==> src/rtl/fighter_pkg.sv <==
// Shared fighter definitions: state encoding, default frame timings/speeds and
// screen geometry used by both the controller and the sprite renderer.
package fighter_pkg;

  localparam int SCREEN_W = 640;
  localparam int SCREEN_H = 480;
  localparam int SPRITE_W = 64;
  localparam int SPRITE_H = 240;

  localparam int X_INIT_DEF      = 64;
  localparam int Y_POS_DEF       = SCREEN_H - SPRITE_H;
  localparam int X_MIN_DEF       = 0;
  localparam int X_MAX_DEF       = SCREEN_W - SPRITE_W;
  localparam int FWD_SPEED_DEF   = 3;
  localparam int BACK_SPEED_DEF  = 2;
  localparam int STARTUP_FR_DEF  = 5;
  localparam int ACTIVE_FR_DEF   = 2;
  localparam int RECOVERY_FR_DEF = 16;
  localparam int HITSTUN_FR_DEF  = 10;

  typedef enum logic [2:0] {
    ST_IDLE         = 3'd0,
    ST_WALK_BACK    = 3'd1,
    ST_WALK_FWD     = 3'd2,
    ST_HITSTUN      = 3'd3,
    ST_ATK_STARTUP  = 3'd4,
    ST_ATK_ACTIVE   = 3'd5,
    ST_ATK_RECOVERY = 3'd6
  } fstate_e;

  function automatic logic is_attack(fstate_e s);
    return (s == ST_ATK_STARTUP) || (s == ST_ATK_ACTIVE) || (s == ST_ATK_RECOVERY);
  endfunction

endpackage

==> src/rtl/fighter_controller_btn_conditioner.sv <==
// Two-flop synchronizer for a raw button plus a one-clk rising-edge pulse
// taken on the synchronized side.
module btn_conditioner (
  input  logic clk,
  input  logic rst,
  input  logic btn_i,
  output logic level_o,
  output logic rise_o
);

  logic meta_q, sync_q, prev_q;

  always_ff @(posedge clk or posedge rst) begin
    if (rst) begin
      meta_q <= 1'b0;
      sync_q <= 1'b0;
      prev_q <= 1'b0;
    end else begin
      meta_q <= btn_i;
      sync_q <= meta_q;
      prev_q <= sync_q;
    end
  end

  assign level_o = sync_q;
  assign rise_o  = sync_q & ~prev_q;

endmodule

==> src/rtl/fighter_controller.sv <==
// Per-player fighter state machine: movement, attack phases and hitstun,
// advanced once per video frame; drives sprite position and attack flags.
module fighter_controller
  import fighter_pkg::*;
#(
  parameter int X_INIT      = X_INIT_DEF,
  parameter int Y_POS       = Y_POS_DEF,
  parameter int X_MIN       = X_MIN_DEF,
  parameter int X_MAX       = X_MAX_DEF,
  parameter int FWD_SPEED   = FWD_SPEED_DEF,
  parameter int BACK_SPEED  = BACK_SPEED_DEF,
  parameter int STARTUP_FR  = STARTUP_FR_DEF,
  parameter int ACTIVE_FR   = ACTIVE_FR_DEF,
  parameter int RECOVERY_FR = RECOVERY_FR_DEF,
  parameter int HITSTUN_FR  = HITSTUN_FR_DEF
) (
  input  logic       clk,
  input  logic       rst,
  input  logic       frame_tick,
  input  logic       btn_left,
  input  logic       btn_right,
  input  logic       btn_attack,
  input  logic       got_hit,
  output logic [9:0] x_pos,
  output logic [9:0] y_pos,
  output logic [2:0] state,
  output logic       attacking,
  output logic       hitbox_active,
  output logic [4:0] attack_frame
);

  logic left_lvl, right_lvl, atk_lvl;
  logic left_rise, right_rise, atk_rise;
  logic unused_cond;

  btn_conditioner u_left  (.clk(clk), .rst(rst), .btn_i(btn_left),   .level_o(left_lvl),  .rise_o(left_rise));
  btn_conditioner u_right (.clk(clk), .rst(rst), .btn_i(btn_right),  .level_o(right_lvl), .rise_o(right_rise));
  btn_conditioner u_atk   (.clk(clk), .rst(rst), .btn_i(btn_attack), .level_o(atk_lvl),   .rise_o(atk_rise));

  // Movement acts on held levels; only the attack press is edge-triggered.
  assign unused_cond = left_rise ^ right_rise ^ atk_lvl;

  fstate_e    state_q, state_d;
  logic [9:0] x_q, x_d;
  logic [4:0] frame_q, frame_d;
  logic       hit_pend_q, hit_pend_d, atk_pend_q, atk_pend_d;
  logic       attacking_q, attacking_d, hitbox_q, hitbox_d;
  logic       hit_now, atk_now;

  function automatic logic [9:0] step_back(input logic [9:0] x);
    logic [10:0] xe;
    xe = {1'b0, x};
    if (xe < 11'(X_MIN + BACK_SPEED)) return 10'(X_MIN);
    return 10'(xe - 11'(BACK_SPEED));
  endfunction

  function automatic logic [9:0] step_fwd(input logic [9:0] x);
    logic [10:0] sum;
    sum = {1'b0, x} + 11'(FWD_SPEED);
    if (sum > 11'(X_MAX)) return 10'(X_MAX);
    return sum[9:0];
  endfunction

  // A hit or press landing on the tick clock itself is honoured on that tick.
  assign hit_now = hit_pend_q | got_hit;
  assign atk_now = atk_pend_q | atk_rise;

  always_comb begin
    state_d    = state_q;
    x_d        = x_q;
    frame_d    = frame_q;
    hit_pend_d = hit_now;
    atk_pend_d = atk_now;
    if (frame_tick) begin
      hit_pend_d = 1'b0;
      atk_pend_d = 1'b0;
      if (hit_now) begin
        state_d = ST_HITSTUN;
        frame_d = 5'd0;
      end else begin
        case (state_q)
          ST_IDLE, ST_WALK_BACK, ST_WALK_FWD: begin
            frame_d = 5'd0;
            if (atk_now) begin
              state_d = ST_ATK_STARTUP;
            end else if (left_lvl && !right_lvl) begin
              state_d = ST_WALK_BACK;
              x_d     = step_back(x_q);
            end else if (right_lvl && !left_lvl) begin
              state_d = ST_WALK_FWD;
              x_d     = step_fwd(x_q);
            end else begin
              state_d = ST_IDLE;
            end
          end
          ST_HITSTUN: begin
            frame_d = frame_q + 5'd1;
            if (frame_q == 5'(HITSTUN_FR - 1)) begin
              state_d = ST_IDLE;
              frame_d = 5'd0;
            end
          end
          ST_ATK_STARTUP: begin
            frame_d = frame_q + 5'd1;
            if (frame_q == 5'(STARTUP_FR - 1)) begin
              state_d = ST_ATK_ACTIVE;
              frame_d = 5'd0;
            end
          end
          ST_ATK_ACTIVE: begin
            frame_d = frame_q + 5'd1;
            if (frame_q == 5'(ACTIVE_FR - 1)) begin
              state_d = ST_ATK_RECOVERY;
              frame_d = 5'd0;
            end
          end
          ST_ATK_RECOVERY: begin
            frame_d = frame_q + 5'd1;
            if (frame_q == 5'(RECOVERY_FR - 1)) begin
              state_d = ST_IDLE;
              frame_d = 5'd0;
            end
          end
          default: begin
            state_d = ST_IDLE;
            frame_d = 5'd0;
          end
        endcase
      end
    end
    attacking_d = is_attack(state_d);
    hitbox_d    = (state_d == ST_ATK_ACTIVE);
  end

  always_ff @(posedge clk or posedge rst) begin
    if (rst) begin
      state_q     <= ST_IDLE;
      x_q         <= 10'(X_INIT);
      frame_q     <= 5'd0;
      hit_pend_q  <= 1'b0;
      atk_pend_q  <= 1'b0;
      attacking_q <= 1'b0;
      hitbox_q    <= 1'b0;
    end else begin
      state_q     <= state_d;
      x_q         <= x_d;
      frame_q     <= frame_d;
      hit_pend_q  <= hit_pend_d;
      atk_pend_q  <= atk_pend_d;
      attacking_q <= attacking_d;
      hitbox_q    <= hitbox_d;
    end
  end

  assign x_pos         = x_q;
  assign y_pos         = 10'(Y_POS);
  assign state         = state_q;
  assign attacking     = attacking_q;
  assign hitbox_active = hitbox_q;
  assign attack_frame  = frame_q;

endmodule
==> config.mk <==
export PLATFORM = sky130hd
export DESIGN_NAME = fighter_controller
export DESIGN_NICKNAME = d
export VERILOG_FILES = /design/src/rtl/fighter_pkg.sv /design/src/rtl/fighter_controller_btn_conditioner.sv /design/src/rtl/fighter_controller.sv
export SDC_FILE = /design/constraint.sdc
export NUM_CORES = 1
export LEC_CHECK = 0
export BUFFER_PORTS_ARGS = -buffer_cell sky130_fd_sc_hd__buf_4
export CAP_MARGIN = 20
export CORE_UTILIZATION = 50
export DETAILED_ROUTE_END_ITERATION = 6
export GPL_TIMING_DRIVEN = 0
export PLACE_DENSITY = 0.73
export SLEW_MARGIN = 40
export SYNTH_ARGS = -nofsm -noshare
export SYNTH_HDL_FRONTEND = slang
export SYNTH_SLANG_ARGS = --single-unit
==> constraint.sdc <==
create_clock -name clk -period 2.7 [get_ports clk]
set_clock_uncertainty 0.15 [all_clocks]
set_input_delay 0.54 -clock clk [delete_from_list [all_inputs] [get_ports clk]]
set_output_delay 0.54 -clock clk [all_outputs]
set_load 0.02 [all_outputs]
# [Word level (Yosys, flattened, before mapping)]
# Cells that the tools add are included.
[word_totals] register_bits=29 latch_bits=0 ramBits=0 romBits=0 input_bits=7 n_memories=0
[op_classes] addsub=3 multipliers=0 div_mod_pow=0 order_cmp=2 eq_ne=13 shifts=0 muxes=37 bitwise=6 reduce_logical=10
[ops] op="10-bit 2-to-1 mux" n=6
[ops] op="5-bit 2-to-1 mux" n=5
[ops] op="3-bit 2-to-1 mux" n=7
[ops] op="5-bit case mux with 4 select lines" n=1
[ops] op="3-bit equality test, second input constant" n=6
[ops] op="1-bit 2-to-1 mux" n=15
[ops] op="3-bit case mux with 5 select lines" n=1
[ops] op="10-bit by 2-bit adder with 11-bit output, second input constant" n=1
[ops] op="11-bit by 10-bit greater-than comparator with 1-bit output, second input constant" n=1
[ops] op="5-bit by 4-bit equality test with 1-bit output, second input constant" n=2
[ops] op="10-bit by 2-bit < comparator with 1-bit output, second input constant" n=1
[ops] op="10-bit by 2-bit subtractor with 10-bit output, second input constant" n=1
[ops] op="3-bit by 2-bit equality test with 1-bit output, second input constant" n=2
[ops] op="5-bit by 1-bit adder with 5-bit output, second input constant" n=1
[ops] op="5-bit by 1-bit equality test with 1-bit output, second input constant" n=1
[ops] op="5-bit by 3-bit equality test with 1-bit output, second input constant" n=1
[ops] op="5-bit AND reduction" n=1
[ops] op="2-bit 2-to-1 mux" n=2
[ops] op="3-bit by 1-bit equality test with 1-bit output, second input constant" n=1
[ops] op="3-bit zero test" n=1
[ops] op="1-bit inverter" n=3
[ops] op="3-bit OR reduction" n=1
[ops] op="1-bit logical AND" n=2
[ops] op="1-bit zero test" n=2
[ops] op="4 further kinds" n=6

# [Logic depth before layout (Yosys ltp)]
# Gate-level depths: netlist (run 1).
[logic_depth] word_depth=12 mapped_depth=10 depth_no_buf=10

# [By module]
# Synthesis (run 1) repeated with hierarchy kept, for this count alone.
[unflattened] hier_cells=239 hier_area_um2=2192.1
[modules_own_cells] mod="fighter_controller" instances=1 cells_each=224 area_each_um2=1914.3 seq_area_each_um2=551.8
[modules_own_cells] mod="btn_conditioner" instances=3 cells_each=5 area_each_um2=92.6 seq_area_each_um2=75.1

# [Worst setup path after synthesis (run 1)]
# Ideal clock, no wire load.
[synth_path] path_kind="reg2reg" start="register x_q[2] (netlist: x_pos[2])" end="register x_q[5] (netlist: x_pos[5])" t_arrival_ns=2.253 slack_ns=0.160 path_stages_with_launch=9 path_buffers=2 period_less_slack_ns=2.540 path_cell_list="dfrtp_1 buf_6 or3_4 or4_4 buf_6 o41ai_4 o21ai_2 a22oi_1 o31ai_1"
[synth_between] elab_chain_len=12 elab_cells_between_ends=21 classes_between="add/sub: 2; order compare: 2; mux: 17"
[synth_rtl] item="from (decl)" line="fighter_controller.sv:44" text="logic [9:0] x_q, x_d;"
[synth_rtl] item="from (signal assigned)" line="fighter_controller.sv:138" text="x_q <= 10'(X_INIT);"
[synth_rtl] item="10-bit by 2-bit adder with 11-bit output" line="fighter_controller.sv:59" text="sum = {1'b0, x} + 11'(FWD_SPEED);"
[synth_rtl] item="11-bit by 10-bit greater-than comparator with 1-bit output" line="fighter_controller.sv:60" text="if (sum > 11'(X_MAX)) return 10'(X_MAX);"
[synth_rtl] item="1-bit 2-to-1 mux" line="fighter_controller.sv:60"
[synth_rtl] item="1-bit 2-to-1 mux" line="fighter_controller.sv:89" text="end else if (right_lvl && !left_lvl) begin"
[synth_rtl] item="1-bit 2-to-1 mux" line="fighter_controller.sv:86" text="end else if (left_lvl && !right_lvl) begin"
[synth_rtl] item="1-bit 2-to-1 mux" line="fighter_controller.sv:84" text="if (atk_now) begin"
[synth_rtl] item="1-bit 2-to-1 mux" line="fighter_controller.sv:81" text="case (state_q)"
[synth_rtl] item="1-bit 2-to-1 mux" line="fighter_controller.sv:77" text="if (hit_now) begin"
[synth_rtl] item="1-bit 2-to-1 mux" line="fighter_controller.sv:74" text="if (frame_tick) begin"
[synth_rtl] item="10-bit 2-to-1 mux" line="fighter_controller.sv:61" text="return sum[9:0];"
[synth_rtl] item="10-bit 2-to-1 mux" line="fighter_controller.sv:89"
[synth_rtl] item="10-bit 2-to-1 mux (*)" line="fighter_controller.sv:86"
# Every way passes the cells marked *; elsewhere a longest branch is shown, timed or not. The select of a mux whose other input is x is not followed.
# A chain may end at the register's enable or synchronous reset.

# [Final worst setup path (run 1)]
# Same ends and word-level chain as after synthesis.

==> results of run 1 <==
==> final cells by class <==
type / instances / area (sq um)
clock inverters: 1 / 7.51
flip-flops and latches: 29 / 727
multi-input cells: 172 / 1160
fillers: 327 / 1340
clock buffers: 6 / 82.6
inverters: 14 / 52.6
well taps: 48 / 60.1
plain buffers: 25 / 141
repair buffers: 30 / 225
==> worst min path at each step <==
stage / endpoint / startpoint / cells past startpoint
CTS: x_pos[0] / rst / 2
global placement: u_right.level_o / u_right.meta_q / 0
global route: u_atk.meta_q / btn_attack / 1
floorplan: u_atk.level_o / u_atk.meta_q / 0
finish: x_pos[0] / rst / 2
detailed placement: u_atk.level_o / u_atk.meta_q / 0
==> routing by layer <==
layer | global-route usage [%] | part of all wire (%)
met5 | 0 | 0
met4 | 12.2 | 1.8
met3 | 4.66 | 8.3
met2 | 32.5 | 44
met1 | 33.6 | 46
==> synthesized netlist by cell type (all sizes together) (3+ instances only) <==
master / n / area share [%]
dfrtp: 28 / 34
a21oi: 16 / 3.9
buf: 15 / 5.4
nand2: 15 / 2.7
inv: 14 / 2.5
nor2: 14 / 2.5
ha: 12 / 7.3
clkbuf: 11 / 2.0
o21ai: 11 / 2.9
nor3: 9 / 2.2
a31oi: 7 / 2.1
nand3: 7 / 1.7
nand2b: 6 / 1.8
o22ai: 5 / 1.5
a21o: 4 / 1.5
o41ai: 4 / 2.6
xor2: 4 / 1.7
a311oi: 3 / 1.3
nand3b: 3 / 1.1
o32ai: 3 / 1.3
or3: 3 / 1.2
==> power groups by stage <==
stage          clock network (W)  logic, W  registers, W
2_1_floorplan                  0  0.000235      0.000538
3_3_place_gp                   0  0.000367      0.000512
3_5_place_dp                   0  0.000369      0.000512
4_1_cts                 0.000377  0.000371      0.000504
5_1_grt                 0.000390  0.000423      0.000511
6_report                0.000367  0.000379      0.000506
==> repair_timing <==
action                                  CTS  global route
resized for setup                         0             2
endpoints found under the setup margin    0             7
setup buffers                             0             4
==> kinds of logic (layout without fill, tap and decap cells) <==
logic type               Yosys count  in the layout
AND/OR/NAND/NOR                   72             72
multiplexers                       2              2
buffers and inverters             40             76
flip-flops                        29             29
adder cells (fa/ha/maj)           12             12
AO/OA/AOI/OAI                     72             72
other                              2             10
XOR/XNOR                           4              4
==> through the flow <==
step / instance area [sq um] / instances / setup slack, ns / utilization, %
2_1_floorplan: 2090 / 241 / 0.160 / -
3_3_place_gp: 2350 / 315 / 0.0526 / 61.8
3_5_place_dp: 2350 / 315 / 0.0501 / 61.8
4_1_cts: 2440 / 322 / 0.0243 / 64.2
5_1_grt: 2460 / 325 / 0.00242 / 64.8
6_report: 2460 / 325 / 0.0691 / 64.8
==> placed cells by master, fill, tap and decap left out, types with 3 or more instances in the layout <==
cell / Yosys / final
buf_4: 10 / 40
dfrtp_1: 28 / 28
nand2_1: 15 / 15
a21oi_1: 16 / 15
nor2_1: 14 / 14
inv_1: 14 / 13
ha_1: 12 / 12
clkbuf_1: 11 / 11
conb_1: 2 / 10
nor3_1: 9 / 9
nand3_1: 7 / 7
a31oi_1: 7 / 7
nand2b_1: 6 / 6
o21ai_0: 7 / 6
clkbuf_8: 0 / 6
o22ai_1: 5 / 5
o21ai_1: 3 / 4
xor2_1: 4 / 4
a21o_1: 4 / 4
nand3b_1: 3 / 3
o32ai_1: 3 / 3
a311oi_1: 3 / 3
o41ai_1: 3 / 3
==> registers in the layout, indices dropped and copies added, names as in the netlist <==
name / flops
hit_pend_q: 1
u_right.meta_q: 1
hitbox_active: 1
u_left.level_o: 1
u_atk.prev_q: 1
atk_pend_q: 1
attacking: 1
attack_frame: 5
state: 3
u_right.level_o: 1
u_atk.level_o: 1
u_atk.meta_q: 1
x_pos: 10
u_left.meta_q: 1
==> results.ini, run 1 <==
[cts]
clock_latency_ns = 0.28
cts_buffers = 5
cts_tree = done
clk_pin_slew_worst_paths_ns = 0.06
cts_buffer_depth = 2
hold_buffers = 0
htree_levels = 2
root_buffer = clkbuf_8
cts_sinks = 29

[sta]
rsz0062_at_grt = no
timing.hold.ws_ns = 0.177
fmaxAchievable_mhz = 380
relSlewSlack_pct = 60.7
hold_viol = 0
min_period_over_period_pct = 97.4
fin_crit_ns = 2.63
maxSlewViolCount = 0
tns_ns = 0
setup_viol = 0
tightestPinTransition_ns = 0.574

[die]
coreArea_sq_mm = 0.00380
dieArea_sq_mm = 0.00439
fp.dieH_um = 66.2
start_util_pct = 54.3
die_w_um = 66.2
io_pins = 37
row_count = 22

[detailed_routing]
drt-total-wl_um = 4640
dr_total_vias = 1920
wl_per_cell_um = 14.3
drc_errors = 0
dr.first_iter.drc_count = 208
viasPerCell = 5.91
final_antenna_net_count = 0
first_pass_iters = 5

[logic_synthesis]
ys_seq_area_share_pct = 35.3
synth.area.mux_share_pct = 1.03
ys.flop_type = dfrtp_1
synth_area_per_cell_sq_um = 8.85
synth_compound_area_share_pct = 25.0
yosysWarnings = 0
synth_xor_area_share_pct = 1.70
netlist_instances = 233
ys_ff_latch = 29
ys_types = 59
synth-simple-area-share_pct = 19.4
synthAdderAreaFrac_pct = 7.28
synth_edf_count = 0
ys_async_sr_fraction_pct = 100
syn_area_sq_mm = 0.00206
synth_top_family_by_area = compound AO/OA/AOI/OAI gates

[critical_path]
cp.depth = 8
reg2reg_to = x_pos[5]
rrSetupSlack_ns = 0.07
start_kind = flip-flop
worstPathCellList = buf_6, or3_4, or4_4, o41ai_4, buf_4, o21ai_2, a22oi_1, o31ai_1
crit_slowest_cell = or4_4
endpoint_kind = flip-flop
path_buf_inv = 2
rr_startpoint = x_pos[2]
crit_end = x_pos[5]
setup.worst_path.start = x_pos[2]
crit_fanout = 6
cpLargestDelayFamily = simple AND/OR/NAND/NOR gates
worstPathArrival_ns = 2.64
cp_data_required_time_ns = 2.71
setup.worst_path.class = flip-flop to flip-flop
cpPeakStageDelay_ns = 0.49
worstRegToRegCells = 8

[power]
ir_worst_vdd_mv = 0.340
finalPower_w = 0.00125
p_int_w = 0.000812
power.density_mw_per_mm2 = 509
p_leak_nw = 1.07
combPwrFrac_pct = 30.3
switching_power_w = 0.000440
p_clk_share_pct = 29.3
pwr-share-seq_pct = 40.4
sw_frac_of_total_pct = 35.1

[run_status]
outcome = finished clean

[cells_and_area]
area_growth_pct = 19.3
diodes = 0
finish.net_count = 296
drive_gt1_share_pct = 21.3

[worst_hold_path]
min_path_type = input port to asynchronous set/reset pin

[grt]
grt-ovfl-total = 0
grt_antenna_before_repair = 0
track_usage_pct = 23.4
grt_pass1_wl_um = 7530
grt_pass1_vias = 1588
grt_max_degree = 30

[place]
dpl.hpwl_um = 3310
port_buffers = 26
place.gp.congestion = 0.906

[run]
cap_violations = 0

(Power assumes the default switching activity.)
==> run 2: changes to the inputs <==
- REMOVE_ABC_BUFFERS: unset -> 1
==> run 2 against run 1 <==
Net effect:
- setup slack better by 0.015 ns
- highest routed layer unchanged
- worst hold slack better by 0.0086 ns
- critical path depth down 1
- combinational power decreased by 10%
- global-route usage decreased by 2.0 points
- largest cell class unchanged
- via count is 7.8% lower
- final area down 5.3%
- sequential share of layout area grew 1.8 points
- clock power decreased by 4%
- power fell by 2.0%
- clock-buffer cell count stayed put
==> results.ini, run 2 (synthesis gave the netlist of run 1 again) <==
[critical_path]
endpoint_kind = flip-flop
setup.worst_path.class = flip-flop to flip-flop
start_kind = flip-flop
crit_fanout = 12  ; +6
rrSetupSlack_ns = 0.08  ; about the same
cpPeakStageDelay_ns = 0.49  ; about the same
worstPathCellList = or3_4, or4_4, o41ai_4, buf_4, o21ai_2, a22oi_1, o31ai_1
crit_slowest_cell = or4_4
path_buf_inv = 1  ; -1
worstPathArrival_ns = 2.61  ; -0.03 ns
cpLargestDelayFamily = simple AND/OR/NAND/NOR gates
cp_data_required_time_ns = 2.70  ; about the same

[cts]
clock_latency_ns = 0.27  ; about the same
cts_buffer_depth = 2  ; unchanged
htree_levels = 2  ; unchanged
cts_buffers = 5  ; unchanged
root_buffer = clkbuf_8
clk_pin_slew_worst_paths_ns = 0.06  ; about the same
cts_sinks = 29  ; unchanged
cts_tree = done
hold_buffers = 0  ; unchanged

[place]
pre_cts_slack_ns = -0.0630  ; -0.113 ns
place.gp.congestion = 0.901  ; -0.56%
dpl.hpwl_um = 3000  ; -9.2%
dpl.cell_count = 289  ; -8.3%
port_buffers = 26  ; unchanged

[cells_and_area]
finish.net_count = 268  ; -9.5%
final_common_cell = buf_4
drive_gt1_share_pct = 20.5  ; -0.82 points
largest_reg_flops = 10  ; unchanged
area_growth_pct = 12.9
fin_cells = 297  ; -8.6%
diodes = 0  ; unchanged
mostFrequentLayoutCells = buf_4, dfrtp_1, nand2_1, a21oi_1, nor2_1
fillCellCount = 347  ; +6.1%

[sta]
relSlewSlack_pct = 59.4  ; -1.3 points
fmaxAchievable_mhz = 382  ; +0.56%
setup_viol = 0  ; unchanged
hold_viol = 0  ; unchanged
min_period_over_period_pct = 96.9  ; -0.54 points
rsz0062_at_grt = no
fin_crit_ns = 2.62  ; -0.0145 ns
layout_setup_ws_ns = 0.0837  ; +0.0145 ns
tightestPinTransition_ns = 0.605  ; +0.0312 ns
maxSlewViolCount = 0  ; unchanged

[detailed_routing]
drc_errors = 0  ; unchanged
final_antenna_net_count = 0  ; unchanged
drt-total-wl_um = 4310  ; -7.1%
dr.first_iter.drc_count = 187  ; -10%
dr_total_vias = 1771  ; -7.8%
wl_per_cell_um = 14.5  ; +1.6%
viasPerCell = 5.96  ; +0.94%
first_pass_iters = 4  ; -1

[power]
p_leak_nw = 0.974  ; -9.0%
combPwrFrac_pct = 27.8  ; -2.5 points
ir_worst_vdd_mv = 0.386  ; +14%
p_int_w = 0.000798  ; -1.7%
pwr-share-seq_pct = 43.4  ; +3.0 points
switching_power_w = 0.000428  ; -2.7%
power.density_mw_per_mm2 = 527  ; +3.5%
p_clk_share_pct = 28.9  ; -0.4 points
sw_frac_of_total_pct = 34.9  ; -0.23 points

[grt]
track_usage_pct = 21.4  ; -2.0 points
grt_pass1_wl_um = 7070  ; -6.1%
use_met1_pct = 30.6  ; -3.0 points
grt_max_degree = 30  ; unchanged
grt_pass1_vias = 1484  ; -6.5%
grt_antenna_before_repair = 0  ; unchanged
grt-ovfl-total = 0  ; unchanged
use_met2_pct = 30.9  ; -1.7 points
grt.busiest_layer = met2
met3_usage_pct = 6.03  ; +1.4 points

[die]
row_count = 22  ; unchanged
coreArea_sq_mm = 0.00380  ; unchanged
fp.dieH_um = 66.2  ; unchanged
die_w_um = 66.2  ; unchanged
io_pins = 37  ; unchanged
dieArea_sq_mm = 0.00439  ; unchanged
start_util_pct = 54.3  ; unchanged

[run_status]
outcome = finished clean

[worst_hold_path]
min_path_type = input port to asynchronous set/reset pin

[run]
cap_violations = 0  ; unchanged

-- run 2: cell count changes in the layout (fill, tap and decap cells not counted), moves of 2 or more --
| cell | before | now |
|---|---|---|
| clkbuf_1 | 11 | 0 |
| buf_2 | 2 | 0 |
| dfrtp_1 | 28 | 26 |
| dfrtp_2 | 0 | 2 |
| buf_4 | 40 | 27 |
-- run 2: worst paths after layout --
check | start | end | cells after the start
max | x_pos[2] | x_pos[5] | 7
min | rst | x_pos[1] | 2
max reg2reg | x_pos[2] | x_pos[5] | 7
min reg2reg | u_atk.meta_q | u_atk.level_o | 0
max in group asynchronous | rst | x_pos[3] | 2
min in group clk | u_atk.meta_q | u_atk.level_o | 0
-- run 2: through the flow --
stage	util, %	setup TNS [ns]	hold WS [ns]	cell area (sq um)	total power (W)
after floorplan	-	0	0.181	1940	0.000752
after global placement	57.8	-0.0624	0.182	2190	0.000858
after detailed placement	57.8	-0.0630	0.190	2190	0.000861
after CTS	60.1	0	0.203	2280	0.00122
after global routing	61.3	0	0.201	2330	0.00131
final	61.3	0	0.186	2330	0.00123
-- run 2: area by class of cell --
type                            instances  area, sq um  share of cell area (%)
Tap cell                               48         60.1                    2.58
Multi-Input combinational cell        172         1190                    51.3
Clock buffer                            6         82.6                    3.55
Timing Repair Buffer                   27          203                    8.70
Inverter                               14         52.6                    2.26
Sequential cell                        29          729                    31.3
Clock inverter                          1         7.51                   0.322
-- run 2: what timing repair did --
item                                    4_1_cts  5_1_grt
gates resized for setup                       0        9
endpoints found under the setup margin        0        8
buffers inserted                              0        1
-- run 2: worst reg2reg max path, stage by stage, from the launching register on --
cell and delay (ns):
dfrtp_2 0.48, or3_4 0.44, or4_4 0.49, o41ai_4 0.36, buf_4 0.21, o21ai_2 0.06, a22oi_1 0.20, o31ai_1 0.10
-- run 2: per-layer routing --
layer	part of all wire (%)	routed length, um
met1	49	2120
met3	5.3	229
met5	0	0
met4	0.88	38
met2	45	1920
-- run 2: power by group through the flow --
stage	clock network (W)	logic [W]	registers, W
floorplan	0	0.000196	0.000556
global placement	0	0.000322	0.000536
detailed placement	0	0.000324	0.000537
CTS	0.000364	0.000326	0.000529
global route	0.000392	0.000377	0.000539
finish	0.000354	0.000341	0.000532
